===== src/rtl/traffic_phase_ctrl.sv =====
// Two-road phase sequencer: steps NS/EW green-yellow phases off the shared
// seconds countdown, with night flashing-yellow mode and run/pause hold.
module traffic_phase_ctrl #(
  parameter int unsigned pRed_Count_Sec    = 18,
  parameter int unsigned pYellow_Count_Sec = 3,
  parameter int unsigned pGreen_Count_Sec  = 15,
  parameter int unsigned pCount_width      = $clog2(pRed_Count_Sec)
) (
  input  logic                    clk,
  input  logic                    rstb,
  input  logic                    sec_tick,
  input  logic                    light_tick,
  input  logic                    run,
  input  logic                    night_mode,
  output logic                    cnt_en,
  output logic                    ctr_load,
  output logic [pCount_width-1:0] load_count,
  output logic [2:0]              ns_light,
  output logic [2:0]              ew_light,
  output logic [2:0]              phase
);

  typedef enum logic [2:0] {
    NS_GRN = 3'd0,
    NS_YEL = 3'd1,
    EW_GRN = 3'd2,
    EW_YEL = 3'd3,
    FLASH  = 3'd4
  } state_e;

  localparam logic [pCount_width-1:0] LD_GRN = pCount_width'(pGreen_Count_Sec - 1);
  localparam logic [pCount_width-1:0] LD_YEL = pCount_width'(pYellow_Count_Sec - 1);

  state_e state_q, state_d;
  logic   blink_q, blink_d;
  logic   adv;

  function automatic logic [pCount_width-1:0] load_for(input state_e s);
    case (s)
      NS_GRN, EW_GRN: load_for = LD_GRN;
      NS_YEL, EW_YEL: load_for = LD_YEL;
      default:        load_for = '0;
    endcase
  endfunction

  // light_tick is not gated by the counter enable, so pause must mask it here
  assign adv = light_tick & run;

  always_comb begin
    state_d = state_q;
    blink_d = blink_q;
    case (state_q)
      NS_GRN:  if (adv) state_d = NS_YEL;
      NS_YEL:  if (adv) state_d = night_mode ? FLASH : EW_GRN;
      EW_GRN:  if (adv) state_d = EW_YEL;
      EW_YEL:  if (adv) state_d = night_mode ? FLASH : NS_GRN;
      FLASH:   if (adv) state_d = night_mode ? FLASH : NS_GRN;
      default: state_d = NS_GRN;
    endcase
    if (state_d != FLASH) blink_d = 1'b0;
    else if (adv)         blink_d = (state_q == FLASH) ? ~blink_q : 1'b1;
  end

  always_ff @(posedge clk) begin
    if (!rstb) begin
      state_q <= NS_GRN;
      blink_q <= 1'b0;
    end else begin
      state_q <= state_d;
      blink_q <= blink_d;
    end
  end

  always_comb begin
    ns_light = 3'b001;
    ew_light = 3'b100;
    case (state_q)
      NS_YEL: begin ns_light = 3'b010; ew_light = 3'b100; end
      EW_GRN: begin ns_light = 3'b100; ew_light = 3'b001; end
      EW_YEL: begin ns_light = 3'b100; ew_light = 3'b010; end
      FLASH:  begin ns_light = {1'b0, blink_q, 1'b0}; ew_light = {1'b0, blink_q, 1'b0}; end
      default: ;
    endcase
  end

  // Reload value tracks the state being entered so the counter and phase switch on one edge
  always_comb begin
    if (!rstb)    load_count = LD_GRN;
    else if (adv) load_count = load_for(state_d);
    else          load_count = load_for(state_q);
  end

  assign ctr_load = adv & rstb;
  assign cnt_en   = run;
  assign phase    = state_q;

  a_red_is_green_plus_yellow: assert property (@(posedge clk)
    pRed_Count_Sec == pGreen_Count_Sec + pYellow_Count_Sec);

endmodule

===== config.mk =====
export PLATFORM = sky130hd
export DESIGN_NAME = traffic_phase_ctrl
export DESIGN_NICKNAME = d
export VERILOG_FILES = /design/src/rtl/traffic_phase_ctrl.sv
export SDC_FILE = /design/constraint.sdc
export NUM_CORES = 1
export LEC_CHECK = 0
export BUFFER_PORTS_ARGS = -buffer_cell sky130_fd_sc_hd__buf_2
export CAP_MARGIN = 10
export CORE_AREA = 3 3 40 42
export CTS_CLUSTER_SIZE = 20
export DETAILED_ROUTE_END_ITERATION = 6
export DIE_AREA = 0 0 43 45
export GPL_TIMING_DRIVEN = 0
export SETUP_SLACK_MARGIN = 0.15
export SLEW_MARGIN = 25
export SYNTH_ARGS = -nofsm -noshare
export SYNTH_HDL_FRONTEND = slang
export SYNTH_SLANG_ARGS = --single-unit

===== constraint.sdc =====
create_clock -name clk -period 2.7 [get_ports clk]
set_clock_uncertainty 0.05 [all_clocks]
set_input_delay 0.54 -clock clk [delete_from_list [all_inputs] [get_ports clk]]
set_output_delay 0.54 -clock clk [all_outputs]
set_load 0.005 [all_outputs]

Word-level counts from Yosys, hierarchy flattened
Index checks and enable logic that the tools add are counted.
{"block": "word_totals", "elab_cells": 37, "reg_bits": 4, "output_inout_bits": 16}
{"block": "op_classes", "n_mux": 14, "n_reduce_logical": 9, "n_eq_ne": 8, "bitwise": 4}
{"cell": "$mux 3", "n": 6}
{"cell": "$pmux 3 s3", "n": 2}
{"cell": "$pmux 4 s2", "n": 2}
{"cell": "$reduce_or 2->1", "n": 7}
{"cell": "$eq 3x2->1 const B", "n": 4}
{"cell": "$pmux 3 s4", "n": 1}
{"cell": "$mux 5", "n": 2}
{"cell": "$eq 3x1->1 const B", "n": 2}
{"cell": "$logic_not 3->1", "n": 2}
{"cell": "$eq 3x3->1 const B", "n": 1}
{"cell": "$ne 3x3->1 const B", "n": 1}
{"cell": "$and 1x1->1", "n": 2}
{"cell": "$not 1->1", "n": 2}
{"cell": "$mux 1", "n": 1}

Logic depth before layout (Yosys ltp)
{"block": "logic_depth", "depth_word": 8, "ltp_mapped": 5}

Worst setup path after synthesis
No wires, ideal clock.
{"block": "synth_path", "kind": "register -> output", "from": "register state_q[2], in the netlist phase[2]", "to": "output load_count[3]", "n_path_buf": 2, "path_stages_with_launch": 6, "arrival_time_ps": 1107, "path_slack_ps": 1003, "path_cell_list": "dfxtp_1 buf_2 nand3b_1 a21oi_1 o21ai_0 buf_4"}
{"block": "synth_between", "elab_chain_cells": 8, "word_cells_on_any_way": 23, "cone_classes": "7 x eq/ne; 9 x mux; 7 x reduce/logical"}
{"item": "start: declaration", "line_no": "34", "rtl": "state_e state_q, state_d;"}
{"item": "start signal: assignment", "line_no": "69", "rtl": "state_q <= state_d;"}
{"item": "$eq 3x3->1 / $eq 3x2->1 (equally long branches)", "line_no": "52, 39"}
{"item": "$reduce_or 2->1 (no line)"}
{"item": "$pmux 3 s4", "line_no": "52", "rtl": "case (state_q)"}
{"item": "$eq 3x1->1, or another cell as far along", "line_no": "39", "rtl": "case (s)"}
{"item": "$reduce_or 2->1", "line_no": "39"}
{"item": "$pmux 4 s2", "line_no": "39"}
{"item": "$mux 5 *", "line_no": "89", "rtl": "else if (adv) load_count = load_for(state_d);"}
{"item": "$mux 5 *", "line_no": "88", "rtl": "if (!rstb) load_count = LD_GRN;"}
{"item": "end: declaration", "line_no": "17", "rtl": "output logic [pCount_width-1:0] load_count,"}
Mark *: on every way between the ends. The rest lies on a longest branch, timed or not.

Final worst setup path
Ends and elaborated chain as after synthesis.

==> Implementation_results.wiki <==
{| class="wikitable"
! Metric !! Value
|-
| Leakage || 0.000254 µW
|-
| Yosys cell types || 24
|-
| Diodes inserted || 0
|-
| Buffers plus inverters on the worst setup path || 3
|-
| DRC errors left || 0
|-
| Signal arrival time at the worst endpoint || 1.45 ns
|-
| Worst-skew pair later-pin latency || 0.23 ns
|-
| Gate family responsible for the most delay along the worst path || buffers and inverters
|-
| FP Rows || 13
|-
| Hold Vio Cnt, Final || 0
|-
| Layout overhead on the synthesized area || 38.7%
|-
| Endpoint class of the critical path || primary output
|-
| Commonest cells after routing, fill and taps aside || sky130_fd_sc_hd__buf_2 (20), sky130_fd_sc_hd__nor2_1 (7), sky130_fd_sc_hd__buf_4 (4), sky130_fd_sc_hd__dfxtp_1 (4)
|-
| Initial Utilization || 0.272
|-
| Total design power || 185 µW
|-
| Count of cell instances traversed by the critical path || 6
|-
| Number of cells upsized or downsized after cts || 0
|-
| Leading cell type in the layout, fill and taps excluded || sky130_fd_sc_hd__buf_2
|-
| Fraction of layout instances using a drive strength above 1 || 0.433
|-
| Share of power burned in the clock network || 0.386
|-
| Power per Cell Area || 381 nW/µm²
|-
| Number of clock buffers inserted by TritonCTS || 3
|-
| Sequential power share || 0.349
|-
| Number of buffers inserted by hold repair at cts || 0
|-
| Root Buffer || sky130_fd_sc_hd__clkbuf_4
|-
| Overall routing resource usage || 0.0933
|-
| Type of the worst min-delay path || flip-flop to flip-flop
|-
| Register-to-Register Path Depth || 3
|-
| Hold path depth || 2
|-
| Port Buffer Count || 18
|-
| Internal power component || 136 µW
|-
| Maximum clock path buffer count || 2
|-
| Number of routed nets with antenna violations || 0
|-
| Die Footprint || 1940 µm²
|-
| Critical path data required time || 2.11 ns
|-
| Total vias in the final route || 376
|-
| Share of total power in combinational logic || 0.265
|-
| Most common cell type on the critical path || sky130_fd_sc_hd__buf_2
|-
| Number of synthesized register bits || 4
|-
| Initial drt markers || 9
|-
| Cells after Synth || 45
|-
| Die width || 43 µm
|-
| Accumulated negative setup slack || 0 ns
|-
| Number of enable flip-flop cells after synthesis || 0
|-
| Detail-routed net length per standard cell || 10.2 µm
|-
| Slowest cell on the critical path || sky130_fd_sc_hd__dfxtp_1
|-
| Async set-or-reset flop fraction in the synthesized netlist || 0
|-
| Cell-by-cell listing of the critical path || buf_2, nand2b_1, a31oi_1, o21ai_0, buf_4, buf_2
|-
| Netlist area before placement || 349 µm²
|-
| Maximum cell stage delay along the critical path || 0.35 ns
|-
| Setup crit start kind || flip-flop
|-
| Worst slack at placement || 0.744 ns
|-
| Net Sw Frac || 0.263
|-
| Clk slew on worst S/H paths || 0.04 ns
|-
| Peak VDD IR || 0.210 mV
|-
| Number of antenna violations at the first check in global routing || 0
|-
| Vias in the first global route || 299
|-
| Top Ports || 22
|-
| Crit path setup slack, layout || 0.659 ns
|-
| Timing-limited maximum frequency || 490 MHz
|-
| CTS tree || yes
|-
| Part of the Yosys area used for sequential elements || 0.229
|-
| CTS H-Tree Depth || 1
|-
| CP max FO || 10
|-
| Max-cap violations || 0
|-
| Remaining Overflow, GRT || 0
|-
| Die Y || 45 µm
|-
| Mean instance size in the synthesized netlist || 7.76 µm²
|-
| Number of inserted filler cells in the final layout || 139
|-
| Setup violation total in the final timing report || 0
|-
| Post-Layout Cell Count || 82
|-
| Unrepaired setup endpoints after global routing || false
|-
| Warnings, synthesis || 0
|-
| Final min period || 2.04 ns
|-
| Run status || completed
|-
| Type of the setup path with the least slack || flip-flop to primary output
|-
| Nets@finish || 75
|-
| Primary FF master, synth || sky130_fd_sc_hd__dfxtp_1
|-
| Setup repair bufs after CTS || 0
|-
| Placed Instances || 79
|-
| Total half-perimeter wirelength after legalization and detailed placement || 663 µm
|-
| Drt first pass iters || 3
|-
| Placer Congestion || 0.675
|-
| Total Wirelength || 834 µm
|-
| Share of the clock period used by the worst path || 0.756
|-
| First-pass GRT wire length || 1.31 mm
|-
| CTS Sinks || 4
|-
| Std-Cell Core Area || 1280 µm²
|-
| Via-to-Cell Ratio || 4.59
|-
| P_sw || 48.6 µW
|-
| Max-slew violation count || 0
|-
| Maximum number of pins on one net before global-route repair || 11
|}
[worst paths after layout]
kind                         from                    to  slack [ns]
max           phase[2]$_SDFF_PN0_         load_count[3]        0.66
min          blink_q$_SDFFE_PP0P_  blink_q$_SDFFE_PP0P_        0.52
max reg2reg   phase[2]$_SDFF_PN0_  blink_q$_SDFFE_PP0P_        1.58
min reg2reg  blink_q$_SDFFE_PP0P_  blink_q$_SDFFE_PP0P_        0.52
[per-layer routing]
metal	wire length (µm)	track usage	share of wire
met2	328	0.117	0.39
met5	0	0	0
met4	9	0.0904	0.011
met3	108	0.0359	0.13
met1	388	0.118	0.47
[Yosys cell counts (2+ instances only)]
master / instances / area [µm²]
sky130_fd_sc_hd__a21oi_1: 2 / 10.0
sky130_fd_sc_hd__nor2b_1: 2 / 12.5
sky130_fd_sc_hd__nor2_1: 7 / 26.3
sky130_fd_sc_hd__nand2b_1: 3 / 18.8
sky130_fd_sc_hd__dfxtp_1: 4 / 80.1
sky130_fd_sc_hd__nand2_1: 2 / 7.51
sky130_fd_sc_hd__xor2_1: 2 / 17.5
sky130_fd_sc_hd__buf_4: 4 / 30.0
sky130_fd_sc_hd__buf_2: 2 / 10.0
sky130_fd_sc_hd__nand3b_1: 3 / 22.5
[sequential cells by signal (all words and copies together), names as in the netlist]
register	cells
blink_q	1
phase	3
[power by group through the flow]
stage	registers (µW)	logic, µW	clock network, µW
CTS	64.4	49.3	76.0
detailed placement	65.3	49.1	0
global placement	65.4	48.5	0
finish	64.4	49.0	71.2
floorplan	65.0	29.0	0
global route	64.9	55.2	79.5
[cell families after synthesis]
| kind of cell | share of synthesized area |
|---|---|
| muxes | 0.0287 |
| xor gates and xnor gates | 0.0502 |
| DFF | 0.229 |
| and+or+nand+nor | 0.394 |
| buffers and inverters | 0.115 |
| AOI/OAI and AO/OA | 0.172 |
| other | 0.0107 |
[through the flow]
stage	hold WS, ns	area, µm²	utilization
finish	0.517	484	0.377
global route	0.560	484	0.377
CTS	0.526	484	0.377
detailed placement	0.517	462	0.359
global placement	0.516	462	0.359
floorplan	0.483	353	-
[worst min-delay path, stage by stage, from the launching register on]
cell and delay, ns:
sky130_fd_sc_hd__dfxtp_1 0.32, sky130_fd_sc_hd__nor2_1 0.10, sky130_fd_sc_hd__o31a_1 0.11
[final cells by class]
class	instances	area (µm²)	area share
tap	15	18.8	0.0388
buffer	6	40.0	0.0827
multi-input combinational	36	233	0.481
clock buffer	3	22.5	0.0465
timing repair buffer	18	90.1	0.186
sequential	4	80.1	0.165
Note: power is estimated with default switching activity, not from simulation.
